### src/rtl/uart_pkg.sv
// Shared constants and helpers for the UART bit-timing generator.
// Optional build macro FRAC_DIV_EN adds 4 fractional divisor bits.
package uart_pkg;

  localparam int unsigned FRAC_W    = 4;
  localparam int unsigned DIV_MIN   = 2;
  localparam int unsigned BIT_IDX_W = 4;
  localparam int unsigned CLK_HZ    = 50_000_000;

`ifdef FRAC_DIV_EN
  localparam int unsigned DIV_FRAC_BITS = FRAC_W;
`else
  localparam int unsigned DIV_FRAC_BITS = 0;
`endif

  typedef enum logic {
    IDLE = 1'b0,
    RUN  = 1'b1
  } state_e;

  // Integer bit period in clk cycles for a baud rate, rounded to nearest.
  function automatic int unsigned baud_div(input int unsigned clk_hz,
                                           input int unsigned baud);
    return (clk_hz + baud / 2) / baud;
  endfunction

endpackage

### src/rtl/uart_frac_acc.sv
// Fractional divisor accumulator: the carry out of acc+frac stretches the
// bit period currently being timed by one clk; acc advances at bit_end.
// Only present in builds with FRAC_DIV_EN defined.
`ifdef FRAC_DIV_EN
module uart_frac_acc
  import uart_pkg::*;
(
  input  logic              clk,
  input  logic              rst_n,
  input  logic              clr,
  input  logic              step,
  input  logic [FRAC_W-1:0] frac,
  output logic              extend
);

  logic [FRAC_W-1:0] acc;
  logic [FRAC_W:0]   sum;

  // Next accumulator value and its carry (the period-extend flag).
  always_comb begin
    sum    = {1'b0, acc} + {1'b0, frac};
    extend = sum[FRAC_W];
  end

  // Accumulate once per bit period; cleared whenever the channel is idle.
  always_ff @(posedge clk or negedge rst_n) begin
    if (!rst_n) begin
      acc <= '0;
    end else if (clr) begin
      acc <= '0;
    end else if (step) begin
      acc <= sum[FRAC_W-1:0];
    end
  end

endmodule
`endif

### src/rtl/uart_baud_gen.sv
// UART bit-timing generator: programmable divisor, mid-bit sample strobe,
// end-of-bit strobe, oversample tick and frame bit index.
// Build macro FRAC_DIV_EN: divisor gains 4 fractional LSBs (uart_frac_acc).
module uart_baud_gen
  import uart_pkg::*;
#(
  parameter int unsigned DIV_W       = 16,
  parameter int unsigned DEFAULT_DIV = baud_div(CLK_HZ, 9600),
  parameter int unsigned OVERSAMPLE  = 16,
  parameter int unsigned FRAME_BITS  = 10
) (
  input  logic                            clk,
  input  logic                            rst_n,
  input  logic                            en,
  input  logic                            div_wr,
  input  logic [DIV_W+DIV_FRAC_BITS-1:0]  div_in,
  output logic [DIV_W+DIV_FRAC_BITS-1:0]  div_q,
  output logic                            bit_mid,
  output logic                            bit_end,
  output logic                            os_tick,
  output logic [BIT_IDX_W-1:0]            bit_idx,
  output logic                            frame_done,
  output logic                            busy
);

  localparam int unsigned Q_W   = DIV_W + DIV_FRAC_BITS;
  localparam int unsigned D_W   = DIV_W + 1;
  localparam int unsigned OS_SH = $clog2(OVERSAMPLE);
  localparam logic [Q_W-1:0] RST_DIV = Q_W'(DEFAULT_DIV) << DIV_FRAC_BITS;

  state_e             state;
  logic               idle;
  logic               extend;
  logic [Q_W-1:0]     pend_div;
  logic               pend_vld;
  logic [DIV_W-1:0]   div_int;
  logic [D_W-1:0]     base_div;
  logic [D_W-1:0]     eff_div;
  logic [D_W-1:0]     half_div;
  logic [D_W-1:0]     last_div;
  logic [D_W-1:0]     os_div;
  logic [D_W-1:0]     os_last;
  logic [DIV_W-1:0]   cnt;
  logic [D_W-1:0]     os_cnt;

  // Operating mode follows the run request directly.
  always_comb begin
    state = en ? RUN : IDLE;
    idle  = (state == IDLE);
  end

`ifdef FRAC_DIV_EN
  uart_frac_acc u_frac_acc (
    .clk    (clk),
    .rst_n  (rst_n),
    .clr    (idle),
    .step   (bit_end),
    .frac   (div_q[FRAC_W-1:0]),
    .extend (extend)
  );
`else
  assign extend = 1'b0;
`endif

  // Effective bit period (clamped to DIV_MIN) and derived decode points.
  always_comb begin
    div_int  = div_q[Q_W-1 -: DIV_W];
    base_div = (div_int < DIV_W'(DIV_MIN)) ? D_W'(DIV_MIN) : {1'b0, div_int};
    eff_div  = base_div + D_W'(extend);
    half_div = eff_div >> 1;
    last_div = eff_div - D_W'(1);
    os_div   = eff_div >> OS_SH;
    if (os_div == '0) begin
      os_div = D_W'(1);
    end
    os_last  = os_div - D_W'(1);
  end

  // Strobes decoded from the registered counters, silent while idle.
  always_comb begin
    bit_mid    = (state == RUN) && ({1'b0, cnt} == half_div);
    bit_end    = (state == RUN) && ({1'b0, cnt} == last_div);
    os_tick    = (state == RUN) && (os_cnt == os_last);
    frame_done = bit_end && (bit_idx == BIT_IDX_W'(FRAME_BITS - 1));
    busy       = (state == RUN);
  end

  // Bit, oversample and frame counters; idle holds them at zero.
  always_ff @(posedge clk or negedge rst_n) begin
    if (!rst_n) begin
      cnt     <= '0;
      os_cnt  <= '0;
      bit_idx <= '0;
    end else if (idle) begin
      cnt     <= '0;
      os_cnt  <= '0;
      bit_idx <= '0;
    end else begin
      cnt <= bit_end ? '0 : cnt + DIV_W'(1);
      if (bit_end || os_tick) begin
        os_cnt <= '0;
      end else begin
        os_cnt <= os_cnt + D_W'(1);
      end
      if (bit_end) begin
        bit_idx <= frame_done ? '0 : bit_idx + BIT_IDX_W'(1);
      end
    end
  end

  // Divisor register: immediate when idle, deferred to bit_end while running.
  // A write still pending when the channel goes idle is committed there.
  always_ff @(posedge clk or negedge rst_n) begin
    if (!rst_n) begin
      div_q    <= RST_DIV;
      pend_div <= '0;
      pend_vld <= 1'b0;
    end else if (idle || bit_end) begin
      if (div_wr) begin
        div_q <= div_in;
      end else if (pend_vld) begin
        div_q <= pend_div;
      end
      pend_vld <= 1'b0;
    end else if (div_wr) begin
      pend_div <= div_in;
      pend_vld <= 1'b1;
    end
  end

endmodule

### config.mk
export PLATFORM = sky130hd
export DESIGN_NAME = uart_baud_gen
export DESIGN_NICKNAME = d
export VERILOG_FILES = /design/src/rtl/uart_pkg.sv /design/src/rtl/uart_frac_acc.sv /design/src/rtl/uart_baud_gen.sv
export SDC_FILE = /design/constraint.sdc
export NUM_CORES = 1
export LEC_CHECK = 0
export BUFFER_PORTS_ARGS = -buffer_cell sky130_fd_sc_hd__buf_2
export CAP_MARGIN = 10
export CORE_UTILIZATION = 35
export CTS_CLUSTER_SIZE = 14
export DETAILED_ROUTE_END_ITERATION = 8
export GPL_TIMING_DRIVEN = 0
export PLACE_DENSITY = 0.6
export SETUP_SLACK_MARGIN = 0.1
export SLEW_MARGIN = 20
export SYNTH_ARGS = -nofsm -noshare
export SYNTH_HDL_FRONTEND = slang
export SYNTH_SLANG_ARGS = --single-unit
export TNS_END_PERCENT = 10
### constraint.sdc
create_clock -name clk -period 12.04 [get_ports clk]
set_clock_uncertainty 0.05 [all_clocks]
set_input_delay 0 -clock clk [delete_from_list [all_inputs] [get_ports clk]]
set_output_delay 0 -clock clk [all_outputs]
set_load 0.1 [all_outputs]
After elaboration in Yosys (flattened, before gate mapping)
Cells that the tools add are included.
{ "word_totals": {"ff_bits": 70, "in_bits": 20, "output_inout_bits": 25, "wordCells": 44} }
{ "classes": {"n_addsub": 5, "magnitude_cmp": 1, "eq_ne": 5, "mux": 14, "bitwise": 2, "reduce_logical": 11} }
{ "ops": {"columns": ["operator", "count"], "rows": [
  ["2-to-1 mux 16 bit", 5],
  ["2-to-1 mux 17 bit", 2],
  ["adder 17 x 1 -> 17 bit (second input constant)", 1],
  ["equality test 16 x 17 -> 1 bit", 1],
  ["equality test 17 bit", 1],
  ["logical NOT 17 bit", 1],
  ["subtractor 16 x 1 -> 17 bit (second input constant)", 1],
  ["subtractor 17 x 1 -> 17 bit (second input constant)", 1],
  ["adder 16 x 1 -> 16 bit (second input constant)", 1],
  ["equality test 16 x 15 -> 1 bit", 1],
  ["less-than comparator 16 x 2 -> 1 bit (second input constant)", 1],
  ["2-to-1 mux 12 bit", 1],
  ["2-to-1 mux 4 bit", 3],
  ["adder 4 x 1 -> 4 bit (second input constant)", 1],
  ["equality test 4 bit (second input constant)", 1],
  ["logical AND 1 bit", 4],
  ["AND reduction 2 bit", 2],
  ["nonzero test 2 bit", 2],
  ["2-to-1 mux 1 bit", 3],
  ["logical OR 1 bit", 2],
  ["!= test 2 bit (second input constant)", 1],
  ["inverter 1 bit", 2]
]} }

Longest topological paths before layout
{ "logic_depth": {"ltp_word": 10, "ltp_mapped": 16, "depth_no_buf": 11} }

Worst setup path before layout
Ideal clock, no wire load.
{ "synth_timing": {"path_kind": "flip-flop to flip-flop", "from": "register div_q[9]", "to": "register os_cnt[10]", "setup_ns": 0.187, "arrival_ns": 4.921, "t_required_ns": 11.803, "path_slack_ns": 6.882, "stages_incl_launch_ff": 14, "path_buffers": 3, "synth_period_minus_slack_ns": 5.158, "path_cell_list": "dfrtp_1 > buf_2 > nor4_1 > buf_2 > a41oi_1 > ha_1 > nor3b_1 > nand4_1 > mux2i_1 > nor3_1 > o2111ai_1 > a2111oi_2 > clkbuf_1 > nor3_1"} }
{ "synth_via": {"elab_chain_len": 10, "word_cells_on_any_way": 13} }
{ "synth_lines": {"columns": ["item", "line", "text"], "rows": [
  ["start: declaration", "uart_baud_gen.sv:17", "output logic [DIV_W+DIV_FRAC_BITS-1:0] div_q,"],
  ["start signal: assignment", "uart_baud_gen.sv:120", "div_q <= div_in;"],
  ["start signal: assignment", "uart_baud_gen.sv:122", "div_q <= pend_div;"],
  ["less-than comparator 16 x 2 -> 1 bit", "uart_baud_gen.sv:68", "base_div = (div_int < DIV_W'(DIV_MIN)) ? D_W'(DIV_MIN) : {1'b0, div_int};"],
  ["2-to-1 mux 16 bit (*)", "uart_baud_gen.sv:68", null],
  ["logical NOT 17 bit", "uart_baud_gen.sv:73", "if (os_div == '0) begin"],
  ["2-to-1 mux 12 bit (*)", "uart_baud_gen.sv:73", null],
  ["subtractor 17 x 1 -> 17 bit (*)", "uart_baud_gen.sv:76", "os_last = os_div - D_W'(1);"],
  ["equality test 17 bit (*)", "uart_baud_gen.sv:83", "os_tick = (state == RUN) && (os_cnt == os_last);"],
  ["logical AND 1 bit (*)", "uart_baud_gen.sv:83", null],
  ["named net os_tick", "uart_baud_gen.sv:20", "output logic os_tick,"],
  ["logical OR 1 bit (*)", "uart_baud_gen.sv:100", "if (bit_end || os_tick) begin"],
  ["2-to-1 mux 17 bit (*)", "uart_baud_gen.sv:100", null],
  ["2-to-1 mux 17 bit (*)", "uart_baud_gen.sv:94", "end else if (idle) begin"],
  ["end signal: assignment", "uart_baud_gen.sv:103", "os_cnt <= os_cnt + D_W'(1);"],
  ["end: declaration", "uart_baud_gen.sv:44", "logic [D_W-1:0] os_cnt;"]
]} }
The timed path passes the listed nets; every way through them passes the cells marked *.
A chain may end at the register's enable or synchronous reset.

Worst setup path in the final report
{ "layout_timing": {"from": "register div_q[12]", "to": "output port os_tick"} }
{ "layout_via": {"elab_chain_len": 7} }
{ "layout_lines": {"columns": ["item", "line"], "rows": [
  ["less-than comparator 16 x 2 -> 1 bit", "uart_baud_gen.sv:68"],
  ["2-to-1 mux 16 bit (*)", "uart_baud_gen.sv:68"],
  ["logical NOT 17 bit", "uart_baud_gen.sv:73"],
  ["2-to-1 mux 12 bit (*)", "uart_baud_gen.sv:73"],
  ["subtractor 17 x 1 -> 17 bit (*)", "uart_baud_gen.sv:76"],
  ["equality test 17 bit (*)", "uart_baud_gen.sv:83"],
  ["logical AND 1 bit (*)", "uart_baud_gen.sv:83"],
  ["end: declaration", "uart_baud_gen.sv:20"]
]} }
Every way passes the cells marked *; elsewhere a longest branch is shown, timed or not.

==> impl_metrics.csv <==
group,metric,value,unit
layout,fillers,1403,
worst_setup_path,crit_top_cell,"clkbuf_1",
routing,drt_iter0_drc,319,
die,rows,43,
synth,synth_top_area_share,0.3177,
sta,fmax,0.1832,GHz
clocking,cts-root-buf,"clkbuf_16",
synth,synth_area,0.005120,mm^2
grt,grt_pass1_wl,23.77,mm
power,cellLeakagePower,2.509,nW
clocking,ctsResizeCount,0,
power,power_density,123.1,mW/mm^2
worst_setup_path,crit_required,11.99,ns
worst_setup_path,crit_path_end_kind,"primary output",
synth,syn_inst,590,
worst_setup_path,cp.arrival,5.41,ns
hold_path,hp-class,"input port to asynchronous set/reset pin",
routing,drc,0,
worst_setup_path,path_class,"flip-flop to primary output",
die,io_pins,45,
die,fp.coreArea,0.01410,mm^2
sta,tightestPinTransition,0.8633,ns
grt,track_usage,0.2071,
routing,via_count,4718,
clocking,cts_sinks,70,
worst_setup_path,critPathLaunchType,"flip-flop",
synth,synth-seq-cells,70,
outcome,outcome,"completed",
grt,grt_overflow_total,0,
worst_setup_path,cp_max_fo,10,
grt,antenna_found_initial,0,
routing,drt_pre_antenna_iters,6,
layout,multi_input_area,0.003073,mm^2
clocking,cts_buffers,9,
clocking,cts_htree_levels,3,
sta,final_hold_viol_count,0,
synth,synth.top_cells.by_area,"dfrtp_1 (32%), xor2_1 (7.0%), xnor2_1 (6.2%), o21ai_0 (4.9%), nor2_1 (4.5%)",
synth,synth_warnings,0,
clocking,cts_setup_buffers,0,
synth,async_reset_ff_frac,1.000,
synth,ys.flop_type,"dfrtp_1",
routing,wirelength,14.47,mm
layout,diodes,0,
power,vdd_drop_max,0.07282,mV
sta,rsz0062_at_grt,"false",
sta,tns,0,ns
sta,slew_headroom,0.4232,
synth,synth_edf_count,0,
routing,via_per_inst,5.570,
clocking,clockBufferDepth,2,
grt,grt_pass1_vias,4614,
sta,slew_viol_final,0,
sta,post-route-min-period,5.459,ns
layout,instances_no_fill,847,
placed_design,place_hpwl,10.42,mm
clocking,tritoncts,"yes",
sta,finalCritPeriodShare,0.4534,
synth,synth-seq-area-share,0.3434,
die,start_util,0.3632,
routing,postRouteAntennaNets,0,
die,dieArea,0.01512,mm^2
clocking,clock_latency,0.35,ns
routing,wire_per_inst,17.08,um
layout,finalNetCount,688,
worst_setup_path,path_cells,"clkbuf_1 -> nor4_4 -> a41oi_1 -> ha_1 -> nor3b_1 -> nand4_1 -> mux2i_1 -> nor3_1 -> o2111ai_1 -> a2111oi_2 -> clkbuf_1 -> buf_2",
placed_design,placedCellCount,814,
placed_design,port_buffers,43,
die,die_h,122.9,um
synth,ys_types,63,
clocking,clk_pin_slew,0.06,ns
sta,setup_viol,0,
worst_setup_path,crit_path_max_incr_delay,0.72,ns
placed_design,gp_congestion,0.9344,
layout,syn2layout_area_growth,17.60,%
grt,grt_max_degree,37,
clocking,cts_hold_buf,17,
worst_setup_path,crit_slowest_cell,"nor3b_1",
layout,final_core_util,0.4271,
layout,drive_gt1_frac,0.1514,
layout,fin_area,0.006021,mm^2
synth,yosysTopAreaCell,"dfrtp_1",
layout,seqCellArea,0.001758,mm^2
synth,synth_nets,616,
synth,avgSynthCellArea,8.678,um^2
job,max_cap_violations,0,
die,die_w,122.9,um
sta,fin_hold_ws,0.09983,ns
placed_design,dpl-instance-area,0.005583,mm^2
power by group:
group / internal (mW) / leakage [nW] / switching (mW)
logic: 0.0754 / 1.47 / 0.154
clock network: 0.143 / 0.139 / 0.100
registers: 0.254 / 0.901 / 0.0151
total: 0.472 / 2.51 / 0.269
final timing paths:
check,start,end,slack (ns),cells after the start
min,rst_n,pend_div[7],0.1,2
max in group asynchronous,rst_n,div_q[4],11.22,3
min in group clk,div_wr,pend_div[3],0.11,3
min reg2reg,pend_div[15],pend_div[15],0.47,1
max,div_q[12],os_tick,6.58,12
max reg2reg,div_q[12],pend_div[13],6.86,14
critical path: cells and delay by family (launching register included):
kind / cells / cell delay, ns
buffers and inverters: 3 / 1.46
and+or+nand+nor: 4 / 1.40
AOI/OAI and AO/OA: 3 / 1.25
DFF: 1 / 0.54
adders and majority gates: 1 / 0.23
muxes: 1 / 0.17
synth_stat cells, types with 16 or more instances:
| cell type | n |
|---|---|
| dfrtp_1 | 65 |
| nor2_1 | 61 |
| o21ai_0 | 50 |
| xor2_1 | 41 |
| clkbuf_1 | 38 |
| xnor2_1 | 36 |
| nor2b_1 | 31 |
| a21oi_1 | 22 |
| nor3_1 | 22 |
| nand3_1 | 19 |
| nand2_1 | 17 |
| o211a_1 | 16 |
| o22ai_1 | 16 |
per-stage QoR:
step                      total power [mW]  worst slack (ns)
after floorplan                     0.4408             6.882
after global placement              0.4899             6.897
after detailed placement            0.4942             6.902
after CTS                           0.7454             6.630
after global routing                0.7771             6.261
final                               0.7413             6.581
state kept, by name, indices dropped and copies added (netlist names):
register,cells
cnt,16
bit_idx,4
pend_div,16
div_q,16
os_cnt,17
pend_vld,1
cell type report:
type	instances	share of cell area
Clock buffer	11	0.04032
Buffer	57	0.04489
Sequential cell	70	0.2920
Clock inverter	5	0.004156
Timing Repair Buffer	61	0.06775
Inverter	5	0.003117
Multi-Input combinational cell	458	0.5104
Tap cell	180	0.03741
layer usage:
layer  up-vias  GRT usage  share of wire
li1       2251          -              -
met1      2250     0.2710           0.44
met2       186     0.3318           0.47
met3        31    0.03090          0.060
met4         0     0.1052          0.024
met5         -          0              0
layout by cell type, fill, tap and decap left out, drive strengths merged, types with 17 or more instances in the layout:
cell	count
dfrtp	65
buf	63
nor2	61
o21ai	51
clkbuf	49
xor2	41
xnor2	36
nor2b	31
a21oi	23
nor3	22
nand3	19
nand2	17
dlygate4sd3	17
cell families after synthesis:
family	count (synthesis)	synth area share
AOI/OAI and AO/OA	139	0.1791
xor gates and xnor gates	77	0.1317
adders and majority gates	6	0.01466
buffers and inverters	62	0.05645
DFF	70	0.3434
muxes	19	0.04106
and+or+nand+nor	217	0.2336
Power figures use the tool's default switching activity.
